[src/rtl/integer_alu_pkg.sv]
// Shared opcodes, FSM states and helpers for the
// sequential integer ALU and its mul/div engine.
package integer_alu_pkg;

  typedef enum logic [4:0] {
    OP_ADD    = 5'h00,
    OP_SUB    = 5'h01,
    OP_SLL    = 5'h02,
    OP_SRL    = 5'h03,
    OP_SRA    = 5'h04,
    OP_LTU    = 5'h05,
    OP_LTS    = 5'h06,
    OP_AND    = 5'h07,
    OP_OR     = 5'h08,
    OP_XOR    = 5'h09,
    OP_MUL    = 5'h10,
    OP_MULH   = 5'h11,
    OP_MULHSU = 5'h12,
    OP_MULHU  = 5'h13,
    OP_DIV    = 5'h14,
    OP_DIVU   = 5'h15,
    OP_REM    = 5'h16,
    OP_REMU   = 5'h17
  } alu_op_e;

  typedef enum logic [1:0] {
    IDLE,
    BUSY,
    DONE
  } alu_state_e;

  // All M-extension codes live in 0x10..0x17.
  function automatic logic is_muldiv(input logic [4:0] op);
    return op[4:3] == 2'b10;
  endfunction

endpackage

[src/rtl/integer_muldiv_iter.sv]
// Iterative radix-2 multiply / restoring divide on
// magnitudes, with sign fix-up when the count runs out.
module integer_muldiv_iter
  import integer_alu_pkg::*;
#(
  parameter int DATA_WIDTH = 32
) (
  input  logic                  clk,
  input  logic                  reset,
  input  logic                  start,
  input  logic [4:0]            op,
  input  logic [DATA_WIDTH-1:0] a,
  input  logic [DATA_WIDTH-1:0] b,
  output logic                  busy,
  output logic                  done,
  output logic [DATA_WIDTH-1:0] result
);

  localparam int W  = DATA_WIDTH;
  localparam int CW = $clog2(W + 1);
  localparam logic [CW-1:0] LAST = CW'(W);

  logic [2*W-1:0] acc;
  logic [W-1:0]   opd;
  logic [W-1:0]   a_q;
  logic [CW-1:0]  cnt;
  logic           is_div;
  logic           want_hi;
  logic           want_rem;
  logic           neg;
  logic           b_zero;

  logic           op_div;
  logic           a_sgn;
  logic           b_sgn;
  logic           sa;
  logic           sb;
  logic [W-1:0]   ma;
  logic [W-1:0]   mb;
  logic [W-1:0]   lo0;
  logic [W-1:0]   d0;

  assign op_div = op[2];
  assign a_sgn  = op inside {OP_MULH, OP_MULHSU, OP_DIV, OP_REM};
  assign b_sgn  = op inside {OP_MULH, OP_DIV, OP_REM};
  assign sa     = a_sgn & a[W-1];
  assign sb     = b_sgn & b[W-1];
  assign ma     = sa ? -a : a;
  assign mb     = sb ? -b : b;
  assign lo0    = op_div ? ma : mb;
  assign d0     = op_div ? mb : ma;

  // acc = {hi, lo}: mul keeps partial product / multiplier,
  // div keeps partial remainder / dividend-then-quotient.
  function automatic logic [2*W-1:0] step(
    input logic           div,
    input logic [2*W-1:0] acc_i,
    input logic [W-1:0]   d
  );
    logic [W:0] sum;
    logic [W:0] sh;
    logic [W:0] tr;
    sum = {1'b0, acc_i[2*W-1:W]}
        + (acc_i[0] ? {1'b0, d} : '0);
    sh  = {acc_i[2*W-1:W], acc_i[W-1]};
    tr  = sh - {1'b0, d};
    if (!div)
      step = {sum, acc_i[W-1:1]};
    else if (!tr[W])
      step = {tr[W-1:0], acc_i[W-2:0], 1'b1};
    else
      step = {sh[W-1:0], acc_i[W-2:0], 1'b0};
  endfunction

  assign done = busy & (cnt == LAST);

  // The first step happens on the start edge, so the
  // last busy cycle is free for the fix-up.
  always_ff @(posedge clk) begin
    if (reset) begin
      busy     <= 1'b0;
      cnt      <= '0;
      acc      <= '0;
      opd      <= '0;
      a_q      <= '0;
      is_div   <= 1'b0;
      want_hi  <= 1'b0;
      want_rem <= 1'b0;
      neg      <= 1'b0;
      b_zero   <= 1'b0;
    end else if (start) begin
      busy     <= 1'b1;
      cnt      <= CW'(1);
      acc      <= step(op_div, {{W{1'b0}}, lo0}, d0);
      opd      <= d0;
      a_q      <= a;
      is_div   <= op_div;
      want_hi  <= op[1:0] != 2'b00;
      want_rem <= op[1];
      neg      <= (op_div & op[1]) ? sa : sa ^ sb;
      b_zero   <= b == '0;
    end else if (busy) begin
      if (done) begin
        busy <= 1'b0;
        cnt  <= '0;
      end else begin
        acc <= step(is_div, acc, opd);
        cnt <= cnt + 1'b1;
      end
    end
  end

  logic [2*W-1:0] prod;
  logic [W-1:0]   q;
  logic [W-1:0]   r;

  always_comb begin
    prod   = neg ? -acc : acc;
    q      = neg ? -acc[W-1:0] : acc[W-1:0];
    r      = neg ? -acc[2*W-1:W] : acc[2*W-1:W];
    result = '0;
    if (!is_div)
      result = want_hi ? prod[2*W-1:W] : prod[W-1:0];
    else if (b_zero)
      result = want_rem ? a_q : '1;
    else
      result = want_rem ? r : q;
  end

endmodule

[src/rtl/integer_seq_alu.sv]
// Handshaked integer ALU: one op in flight, registered
// result, single-cycle base ops, iterative mul/div.
module integer_seq_alu
  import integer_alu_pkg::*;
#(
  parameter  int DATA_WIDTH  = 32,
  localparam int SHAMT_WIDTH = $clog2(DATA_WIDTH)
) (
  input  logic                  clk,
  input  logic                  reset,
  input  logic                  flush,
  input  logic                  in_valid,
  output logic                  in_ready,
  input  logic [4:0]            alu_op,
  input  logic [DATA_WIDTH-1:0] A,
  input  logic [DATA_WIDTH-1:0] B,
  output logic                  out_valid,
  input  logic                  out_ready,
  output logic [DATA_WIDTH-1:0] out,
  output logic                  out_illegal
);

  alu_state_e state;

  logic [DATA_WIDTH-1:0]  basic_res;
  logic                   basic_ill;
  logic [SHAMT_WIDTH-1:0] shamt;
  logic                   md_start;
  logic                   md_busy;
  logic                   md_done;
  logic [DATA_WIDTH-1:0]  md_result;

  assign shamt = B[SHAMT_WIDTH-1:0];

  always_comb begin
    basic_res = '0;
    basic_ill = 1'b0;
    unique case (alu_op)
      OP_ADD: basic_res = A + B;
      OP_SUB: basic_res = A - B;
      OP_SLL: basic_res = A << shamt;
      OP_SRL: basic_res = A >> shamt;
      OP_SRA: basic_res = $signed(A) >>> shamt;
      OP_LTU: basic_res = {{(DATA_WIDTH-1){1'b0}}, A < B};
      OP_LTS: basic_res = {{(DATA_WIDTH-1){1'b0}},
                           $signed(A) < $signed(B)};
      OP_AND: basic_res = A & B;
      OP_OR:  basic_res = A | B;
      OP_XOR: basic_res = A ^ B;
      default: basic_ill = 1'b1;
    endcase
  end

  assign in_ready  = (state == IDLE) & ~md_busy;
  assign out_valid = state == DONE;
  assign md_start  = in_ready & in_valid & ~flush
                   & is_muldiv(alu_op);

  integer_muldiv_iter #(
    .DATA_WIDTH(DATA_WIDTH)
  ) u_muldiv (
    .clk   (clk),
    .reset (reset | flush),
    .start (md_start),
    .op    (alu_op),
    .a     (A),
    .b     (B),
    .busy  (md_busy),
    .done  (md_done),
    .result(md_result)
  );

  always_ff @(posedge clk) begin
    if (reset || flush) begin
      state       <= IDLE;
      out         <= '0;
      out_illegal <= 1'b0;
    end else begin
      unique case (state)
        IDLE: begin
          if (in_valid && in_ready) begin
            if (is_muldiv(alu_op)) begin
              state <= BUSY;
            end else begin
              state       <= DONE;
              out         <= basic_res;
              out_illegal <= basic_ill;
            end
          end
        end
        BUSY: begin
          if (md_done) begin
            state <= DONE;
            out   <= md_result;
          end
        end
        DONE: begin
          if (out_ready) begin
            state       <= IDLE;
            out         <= '0;
            out_illegal <= 1'b0;
          end
        end
        default: state <= IDLE;
      endcase
    end
  end

endmodule
[config.mk]
export PLATFORM = sky130hd
export DESIGN_NAME = integer_seq_alu
export DESIGN_NICKNAME = d
export VERILOG_FILES = /design/src/rtl/integer_alu_pkg.sv /design/src/rtl/integer_muldiv_iter.sv /design/src/rtl/integer_seq_alu.sv
export SDC_FILE = /design/constraint.sdc
export NUM_CORES = 1
export LEC_CHECK = 0
export BUFFER_PORTS_ARGS = -buffer_cell sky130_fd_sc_hd__buf_4
export CELL_PAD_IN_SITES_DETAIL_PLACEMENT = 1
export CELL_PAD_IN_SITES_GLOBAL_PLACEMENT = 2
export CORE_UTILIZATION = 30
export CTS_CLUSTER_SIZE = 28
export DETAILED_ROUTE_END_ITERATION = 8
export MAX_ROUTING_LAYER = met4
export PLACE_DENSITY = 0.68
export SLEW_MARGIN = 20
export SYNTH_ARGS = -nofsm -noshare
export SYNTH_HDL_FRONTEND = slang
export SYNTH_SLANG_ARGS = --single-unit
[constraint.sdc]
create_clock -name clk -period 8.2 [get_ports clk]
set_clock_uncertainty 0.15 [all_clocks]
set_input_delay 1.64 -clock clk [delete_from_list [all_inputs] [get_ports clk]]
set_output_delay 1.64 -clock clk [all_outputs]
set_load 0.01 [all_outputs]
=== Yosys cells after proc, flatten, opt, wreduce, memory -nomap -nowiden ===
Index checks and enable logic that the tools add are counted.

* Register bits: 175
* Logic and storage cells: 128
* Output and inout port bits: 35
* RAM bits: 0
* Latch bits: 0
* Memories: 0
* ROM bits: 0
* Input port bits: 74

* Divide/modulo/power cells: 0
* Add/subtract/negate cells: 11
* Shift operators: 3
* Order comparisons: 2
* Reductions and logical operators: 17
* Equal/unequal tests: 22
* Multipliers: 0
* Muxes and demuxes: 44
* Bitwise gates (word level): 15

{| class="wikitable"
|+ Operator list
! operator !! count
|-
| $mux 32 || 17
|-
| $mux 64 || 8
|-
| $pmux 32 s10 || 1
|-
| $neg 32->32 || 4
|-
| $pmux 32 s3 || 1
|-
| $lt 32x32->1 || 2
|-
| $neg 64->64 || 1
|-
| $add 32x33->33 || 1
|-
| $sub 1x32->33 || 1
|-
| $sub 33x32->33 || 1
|-
| $add 32x32->32 || 1
|-
| $and 32x32->32 || 1
|-
| $logic_not 32->1 || 1
|-
| $or 32x32->32 || 1
|-
| $shl 32x5->32 || 1
|-
| $shr 32x5->32 || 1
|-
| $sshr 32x5->32 || 1
|-
| $sub 32x32->32 || 1
|-
| $xor 32x32->32 || 1
|-
| $eq 5x3->1 const B || 4
|-
| $eq 5x5->1 const B || 4
|-
| $eq 5x2->1 const B || 2
|-
| $eq 5x4->1 const B || 2
|-
| $mux 1 || 10
|-
| other kinds (28) || 46
|}

=== Depth between registers and ports, before layout ===
Gate-level depths: netlist (run 1).

* Word-level depth: 9
* Depth in mapped cells: 18

=== Hierarchy ===
A second synthesis (run 1) with hierarchy kept.

* Cell total of the unflattened synthesis: 3802
* Area, all modules: 26741.9 um^2

{| class="wikitable"
|+ By module, submodules not included
! module !! area each (um^2) !! sequential area each (um^2) !! cells an instance !! instances
|-
| integer_muldiv_iter || 16278.1 || 2802.7 || 2285 || 1
|-
| integer_seq_alu || 10463.8 || 700.7 || 1517 || 1
|}

=== Worst setup path before layout (run 1) ===
No wires, ideal clock.

* Path type: input port to flip-flop
* From: input B[2]
* To: register out[22]
* Arrival time: 5351 ps
* Data required time: 7918 ps
* Buffers on the path: 4
* Stages on the path: 16
* Setup slack: 2567 ps
* Cell sequence: clkbuf_1 inv_2 clkbuf_1 buf_1 ha_1 clkbuf_1 a21o_1 a21o_1 a21oi_1 o311ai_0 a2111oi_0 nor2_1 a221o_1 a221o_1 a21oi_1 a21oi_1

* Longest elaborated chain between the ends: 5

{| class="wikitable"
|+ Ends and longest elaborated chain
! what !! RTL line !! source
|-
| from (decl) || integer_seq_alu.sv:16 || <nowiki>input logic [DATA_WIDTH-1:0] B,</nowiki>
|-
| $sub 32x32->32, or another cell as far along || integer_seq_alu.sv:40 || <nowiki>OP_SUB: basic_res = A - B;</nowiki>
|-
| $pmux 32 s10 * || integer_seq_alu.sv:38 || <nowiki>unique case (alu_op)</nowiki>
|-
| $mux 32 * || integer_seq_alu.sv:82 || <nowiki>if (is_muldiv(alu_op)) begin</nowiki>
|-
| $mux 32 * || integer_seq_alu.sv:81 || <nowiki>if (in_valid && in_ready) begin</nowiki>
|-
| $pmux 32 s3 * || integer_seq_alu.sv:79 || <nowiki>unique case (state)</nowiki>
|-
| to (signal assigned) || integer_seq_alu.sv:86 || <nowiki>out <= basic_res;</nowiki>
|-
| to (signal assigned) || integer_seq_alu.sv:94 || <nowiki>out <= md_result;</nowiki>
|-
| to (decl) || integer_seq_alu.sv:19 || <nowiki>output logic [DATA_WIDTH-1:0] out,</nowiki>
|}

Mark *: on every way between the ends. The rest lies on a longest branch, timed or not. The select of a mux whose other input is x is not followed.
A chain may end at the register's enable or synchronous reset.

=== Final worst setup path (run 1) ===
* From: input B[2]
* To: register u_muldiv.acc[61]

* Longest elaborated chain between the ends: 7

{| class="wikitable"
|+ Ends and longest elaborated chain
! what !! RTL line !! source
|-
| $neg 32->32 || integer_muldiv_iter.sv:49 || <nowiki>assign mb = sb ? -b : b;</nowiki>
|-
| $mux 32 * || integer_muldiv_iter.sv:49 ||
|-
| $mux 32 (on tied branches) || integer_muldiv_iter.sv:50, integer_muldiv_iter.sv:51 ||
|-
| $sub 1x32->33 || integer_muldiv_iter.sv:66 || <nowiki>tr = sh - {1'b0, d};</nowiki>
|-
| $mux 64 || integer_muldiv_iter.sv:69 || <nowiki>else if (!tr[W])</nowiki>
|-
| $mux 64 * || integer_muldiv_iter.sv:67 || <nowiki>if (!div)</nowiki>
|-
| $mux 64 * || integer_muldiv_iter.sv:91 || <nowiki>end else if (start) begin</nowiki>
|-
| to (signal assigned) || integer_muldiv_iter.sv:94 || <nowiki>acc <= step(op_div, {{W{1'b0}}, lo0}, d0);</nowiki>
|-
| to (signal assigned) || integer_muldiv_iter.sv:107 || <nowiki>acc <= step(is_div, acc, opd);</nowiki>
|-
| to (decl) || integer_muldiv_iter.sv:23 || <nowiki>logic [2*W-1:0] acc;</nowiki>
|}

Mark *: on every way between the ends. The rest lies on a longest branch, timed or not.

==> run summary, run 1 <==
hold_buf cts: 0
Starting DRT DRC Count: 2500
fin worst setup slack: 1900 ps
fin crit period: 6300 ps
Highest Signal Layer: met4
vias in the first global route: 28100
Fin. Hold Viols: 0
Die X: 293 um
HPWL after DPL: 115000 um
critical-path maximum fanout: 64
Post-synth ARST share: 0%
share of layout cells above drive strength 1: 9.11%
Period Utilization, post-route: 76.8%
clock buffer depth: 2
PD cells: 111 nW/um^2
Placement Setup Slack: 1500 ps
Max-Cap Viols: 0
# DRC: 0
Finished Layout Cells: 4739
Post-synth EDFFs: 0
Nets: 3845
Buf/Inv on CP: 2
vias: 29200
Worst Setup Path Type: in -> reg
Synth Instances: 3700
largest net degree at the start of global routing: 94
synth warn: 0
wire per inst: 30.8 um
DRT Wirelength: 146000 um
RSZ-0062 raised after global routing: false
worst min-delay path category: reg -> reg
slew margin rel.: 26.5%
Worst setup EP type: flop
Placer Congestion: 0.986
port bufs: 108
maximum vdd ir drop: 117 uV
Metal-1 WL: 63500 um
Root Driver: clkbuf_16
register bit total from synthesis: 175
Most common cell on crit path: ha_1
vias per cell: 6.15
top cell type by total area after synthesis: dfxtp_1
most frequent cells in the layout: nand2_1 (419), nor2_1 (416), a21oi_1 (363), o21ai_0 (282), buf_4 (180)
Num CTS Buffers: 17
GRT Total Usage: 34.1%
critical path launch point type: input pin
CP arrival: 6530 ps
global-route wire length before repair: 208000 um
final setup TNS: 0 ps
Core Region: 83800 um^2
Largest stage delay, worst path: 780 ps
syn avg cell area: 6.87 um^2
row cnt: 106
LEAKAGE: 0.0105 uW
post-cts resize count: 0
worst slew pin tran: 1090 ps
Yosys top cell area share: 13.8%
drt pass-1 iters: 7
Top FF cell, synth: dfxtp_1
Max Slew Vio Count: 0
critical path's top delay family: simple AND/OR/NAND/NOR gates
Syn Std Cell Area: 25400 um^2
worst reg-to-reg setup slack: 2790 ps
initial antenna violation count: 5
total gr overflow: 0
Slowest-stage cell, CP: nor4_2
WP data required: 8430 ps
synth top area cells: dfxtp_1 (14%), ha_1 (8.7%), a21oi_1 (7.1%)
sequence of cells on the critical path: buf_4 -> nor4_2 -> nand4_1 -> nor3_1 -> a21o_1 -> a21boi_0 -> ha_1 -> inv_1 -> ha_1 -> nand3_1 -> or4_1 -> nor4b_4 -> a41o_2 -> nor2_1 -> o32a_1 -> o311ai_1
Placed Cells: 4706
area grow syn2layout: 8.74%
die height: 293 um
CTS tree: built
CTS sink cnt: 175
Post-CTS Setup Repair Bufs: 0
routed wl met3: 6840 um
sequential share of the synthesized area: 13.8%
most common cell after layout, fill and taps aside: nand2_1
Die ar.: 85900 um^2
filler cell count: 10600
initial core utilization: 30.3%
f_max: 159 MHz
Clk Latency, worst-skew pair: 490 ps
Distinct cells, synth: 93
H-tree Lvls: 4
final setup vio count: 0
Clock transition at path regs: 70 ps
status: complete, no violations
Boundary Pins: 109
WL met2: 66800 um
antenna viol nets, final: 0
Mapped Nets: 3954
==> kinds of logic (layout without fill, tap and decap cells) <==
logic type / count (synthesis) / in the layout / synth area share, %
AOI/OAI and AO/OA: 1247 / 1247 / 31.5
xor gates and xnor gates: 212 / 212 / 7.33
adders and majority gates: 180 / 180 / 8.98
buffers and inverters: 467 / 369 / 6.98
DFF: 175 / 175 / 13.8
muxes: 175 / 175 / 9.35
other: 0 / 3 / 0
and+or+nand+nor: 1244 / 1244 / 22.1
==> per-stage QoR <==
step	hold slack (ps)	util, %	total power (uW)	area (um^2)
after floorplan	282	-	1690	25400
after global placement	288	32.3	2210	27100
after detailed placement	296	32.3	2210	27100
after CTS	306	33.0	3040	27600
after global routing	322	33.0	3170	27700
final	303	33.0	3060	27700
==> cell type report <==
| class | instances | area, um^2 | area share (%) |
|---|---|---|---|
| clock buffer | 21 | 460 | 1.67 |
| sequential | 175 | 3510 | 12.7 |
| antenna | 3 | 7.51 | 0.0272 |
| tap | 1134 | 1420 | 5.13 |
| timing repair buffer | 180 | 1350 | 4.89 |
| inverter | 159 | 597 | 2.16 |
| clock inverter | 9 | 88.8 | 0.321 |
| multi-input combinational | 3058 | 20200 | 73.1 |
==> state kept, by name (all words and copies together) (netlist names) <==
name,count
out,32
out_illegal,1
state,2
u_muldiv.a_q,32
u_muldiv.acc,64
u_muldiv.b_zero,1
u_muldiv.busy,1
u_muldiv.cnt,6
u_muldiv.is_div,1
u_muldiv.neg,1
u_muldiv.opd,32
u_muldiv.want_hi,1
u_muldiv.want_rem,1
==> cell usage after synthesis, drive strengths merged (10+ instances only) <==
library cell,instances
a211oi,84
o21bai,20
buf,55
o2111ai,16
dfxtp,175
o221ai,21
nor4,31
and3,15
a2111oi,11
o21ai,287
ha,176
o31ai,52
a21oi,364
nand4,23
inv,158
a211o,10
a21o,53
o21a,20
nand2,419
or4,21
nand2b,38
a22oi,15
nor3,88
mux4,49
a31oi,52
xor2,74
clkbuf,253
or2,15
o22ai,24
nand3,72
xnor2,138
mux2i,115
a221oi,36
or3,34
nor2b,16
o211ai,66
o41ai,25
nor2,423
mux2,11
and2,21
a221o,17
==> layer usage <==
layer / global-route usage, % / up-vias
li1: - / 13300
met1: 43.5 / 14500
met4: 18.1 / 0
met5: - / -
met3: 2.43 / 266
met2: 53.7 / 1086
==> tightest hold or removal path: stages, from the launching register on <==
cell and delay [ps]:
dfxtp_1 310, nand2_1 50, a21oi_1 50
==> final timing paths <==
path / start / end / cells past startpoint
hold / removal: u_muldiv.opd[10]$_SDFFE_PP0P_ / u_muldiv.opd[10]$_SDFFE_PP0P_ / 2
hold reg to reg: u_muldiv.opd[10]$_SDFFE_PP0P_ / u_muldiv.opd[10]$_SDFFE_PP0P_ / 2
setup reg to reg: u_muldiv.acc[31]$_SDFFE_PP0P_ / u_muldiv.acc[32]$_SDFFE_PP0P_ / 15
setup / recovery: B[2] / u_muldiv.acc[61]$_SDFFE_PP0P_ / 16
==> power breakdown <==
part           switching [uW]  internal (uW)
logic                     897            425
clock network             408            431
registers                29.9            867
Power figures use the tool's default switching activity.
==> run 2: changes to the inputs <==
clock period = 6.2 ns   (was 8.2 ns; I/O delays follow)
==> run summary, run 2 (synthesis results as in run 1) <==
drt pass-1 iters: 6 (-1)
status: complete, no violations
Die ar.: 85900 um^2 (unchanged)
Flop pwr share: 28.6% (-0.7 points)
Clk pwr share: 28.0% (+0.5 points)
share of layout cells above drive strength 1: 10.9% (+1.8 points)
global-route wire length before repair: 214000 um (+2.9%)
Clock transition at path regs: 70 ps (about the same)
maximum vdd ir drop: 209 uV (+78%)
critical-path maximum fanout: 14 (-78%)
Starting DRT DRC Count: 2981 (+19%)
Placed Cells: 4776 (+1.5%)
post-cts resize count: 0 (unchanged)
vias in the first global route: 29200 (+4.0%)
wire per inst: 31.0 um (+0.68%)
most common cell after layout, fill and taps aside: nand2_1
Nets: 3915 (+1.8%)
Num CTS Buffers: 17 (unchanged)
initial antenna violation count: 5 (unchanged)
GRT Total Usage: 34.9% (+0.87 points)
RSZ-0062 raised after global routing: false
Boundary Pins: 109 (unchanged)
worst slew pin tran: 1270 ps (+181 ps)
Clk Latency, worst-skew pair: 480 ps (about the same)
row cnt: 106 (unchanged)
final setup TNS: 0 ps (unchanged)
worst min-delay path category: reg -> reg
Worst Setup Path Type: in -> reg
total power: 4150 uW (+36%)
max reg flops: 64 (unchanged)
CTS sink cnt: 175 (unchanged)
HPWL after DPL: 118000 um (+2.9%)
most frequent cells in the layout: nand2_1 (419), nor2_1 (416), a21oi_1 (363), o21ai_0 (283), buf_4 (247)
Die X: 293 um (unchanged)
Max Slew Vio Count: 0 (unchanged)
final instance area: 28200 um^2 (+2.2%)
PD cells: 147 nW/um^2 (+33%)
die height: 293 um (unchanged)
vias per cell: 6.24 (+1.3%)
WP data required: 6430 ps (-2000 ps)
final setup vio count: 0 (unchanged)
Finished Layout Cells: 4812 (+1.5%)
fin crit period: 5460 ps
Root Driver: clkbuf_16
Int Pwr: 2330 uW (+35%)
CTS tree: built
DRT Wirelength: 149000 um (+2.2%)
critical path launch point type: input pin
Biggest register: u_muldiv.acc
worst hold slack: 304 ps (+0.513 ps)
f_max: 183 MHz
sw power: 1820 uW (+36%)
hold_buf cts: 0 (unchanged)
largest net degree at the start of global routing: 113 (+20%)
clock buffer depth: 2 (unchanged)
Fin. Hold Viols: 0 (unchanged)
port bufs: 108 (unchanged)
vias: 30000 (+2.9%)
antenna viol nets, final: 0 (unchanged)
LEAKAGE: 0.0109 uW (+3.6%)
Comb pwr share: 43.4% (+0.2 points)
Placer Congestion: 1.01 (+2.0%)
Placed Area: 27700 um^2 (+2.1%)
Period Utilization, post-route: 88.0%
CP arrival: 5680 ps (-850 ps)
# DRC: 0 (unchanged)
H-tree Lvls: 4 (unchanged)
Core Region: 83800 um^2 (unchanged)
Post-CTS Setup Repair Bufs: 0 (unchanged)
area grow syn2layout: 11.1%
slew margin rel.: 14.0% (-13 points)
total gr overflow: 0 (unchanged)
Worst setup EP type: flop
Net Sw Frac: 43.9% (+0.23 points)
initial core utilization: 30.3% (unchanged)
Max-Cap Viols: 0 (unchanged)
==> run 2: cell count changes in the layout (fill, tap and decap cells not counted), moves of 2 or more <==
cell,previous run,this run
inv_6,0,4
buf_12,0,3
clkbuf_1,2,0
clkinvlp_4,3,0
buf_4,180,247
inv_8,0,2
==> run 2: critical path: stages <==
cell and delay [ps]:
buf_4 160, nor3_1 470, nand3_1 380, or2_2 410
o32ai_1 530, nand2_1 150, a21boi_0 180, ha_1 200
inv_1 80, ha_1 160, nand3_1 60, or4_1 450
nor4b_4 300, a41o_2 430, nor2_1 90, o32a_1 300
o311ai_1 70
==> run 2: power groups by stage <==
stage	sequential (uW)	combinational (uW)	clock, uW
final	1190	1800	1160
after global routing	1190	1890	1210
after CTS	1190	1760	1170
after detailed placement	1210	1750	0
after global placement	1210	1750	0
after floorplan	1190	1050	0
==> run 2: routing by layer <==
layer / vias up / share of wire (%) / track usage, %
met5: - / 0 / -
met4: 0 / 6.0 / 18.5
met3: 298 / 5.4 / 2.45
met2: 1243 / 45 / 54.7
met1: 15100 / 43 / 45.0
li1: 13400 / - / -
==> run 2: final cells by class <==
class                   count  area, um^2
repair buffers            250        1910
clock buffers              19         453
diodes                      4        10.0
clock inverters            13         129
inverters                 159         597
fillers                 10500       55600
well taps                1134        1420
flip-flops and latches    175        3510
multi-input cells        3058       20200
==> run 2: stage by stage <==
stage	utilization [%]	setup WS [ps]
after floorplan	-	967
after global placement	33.0	500
after detailed placement	33.0	389
after CTS	33.7	877
after global routing	33.7	608
final	33.7	744
==> run 2: path summary, 6_finish.rpt <==
path	depth (start not counted)	to	slack, ps	startpoint
worst min-delay path	2	u_muldiv.opd[10]$_SDFFE_PP0P_	300	u_muldiv.opd[10]$_SDFFE_PP0P_
worst max-delay path	17	u_muldiv.acc[61]$_SDFFE_PP0P_	740	A[2]
worst max register to register	15	u_muldiv.acc[55]$_SDFFE_PP0P_	1200	u_muldiv.acc[31]$_SDFFE_PP0P_
worst min register to register	2	u_muldiv.opd[10]$_SDFFE_PP0P_	300	u_muldiv.opd[10]$_SDFFE_PP0P_
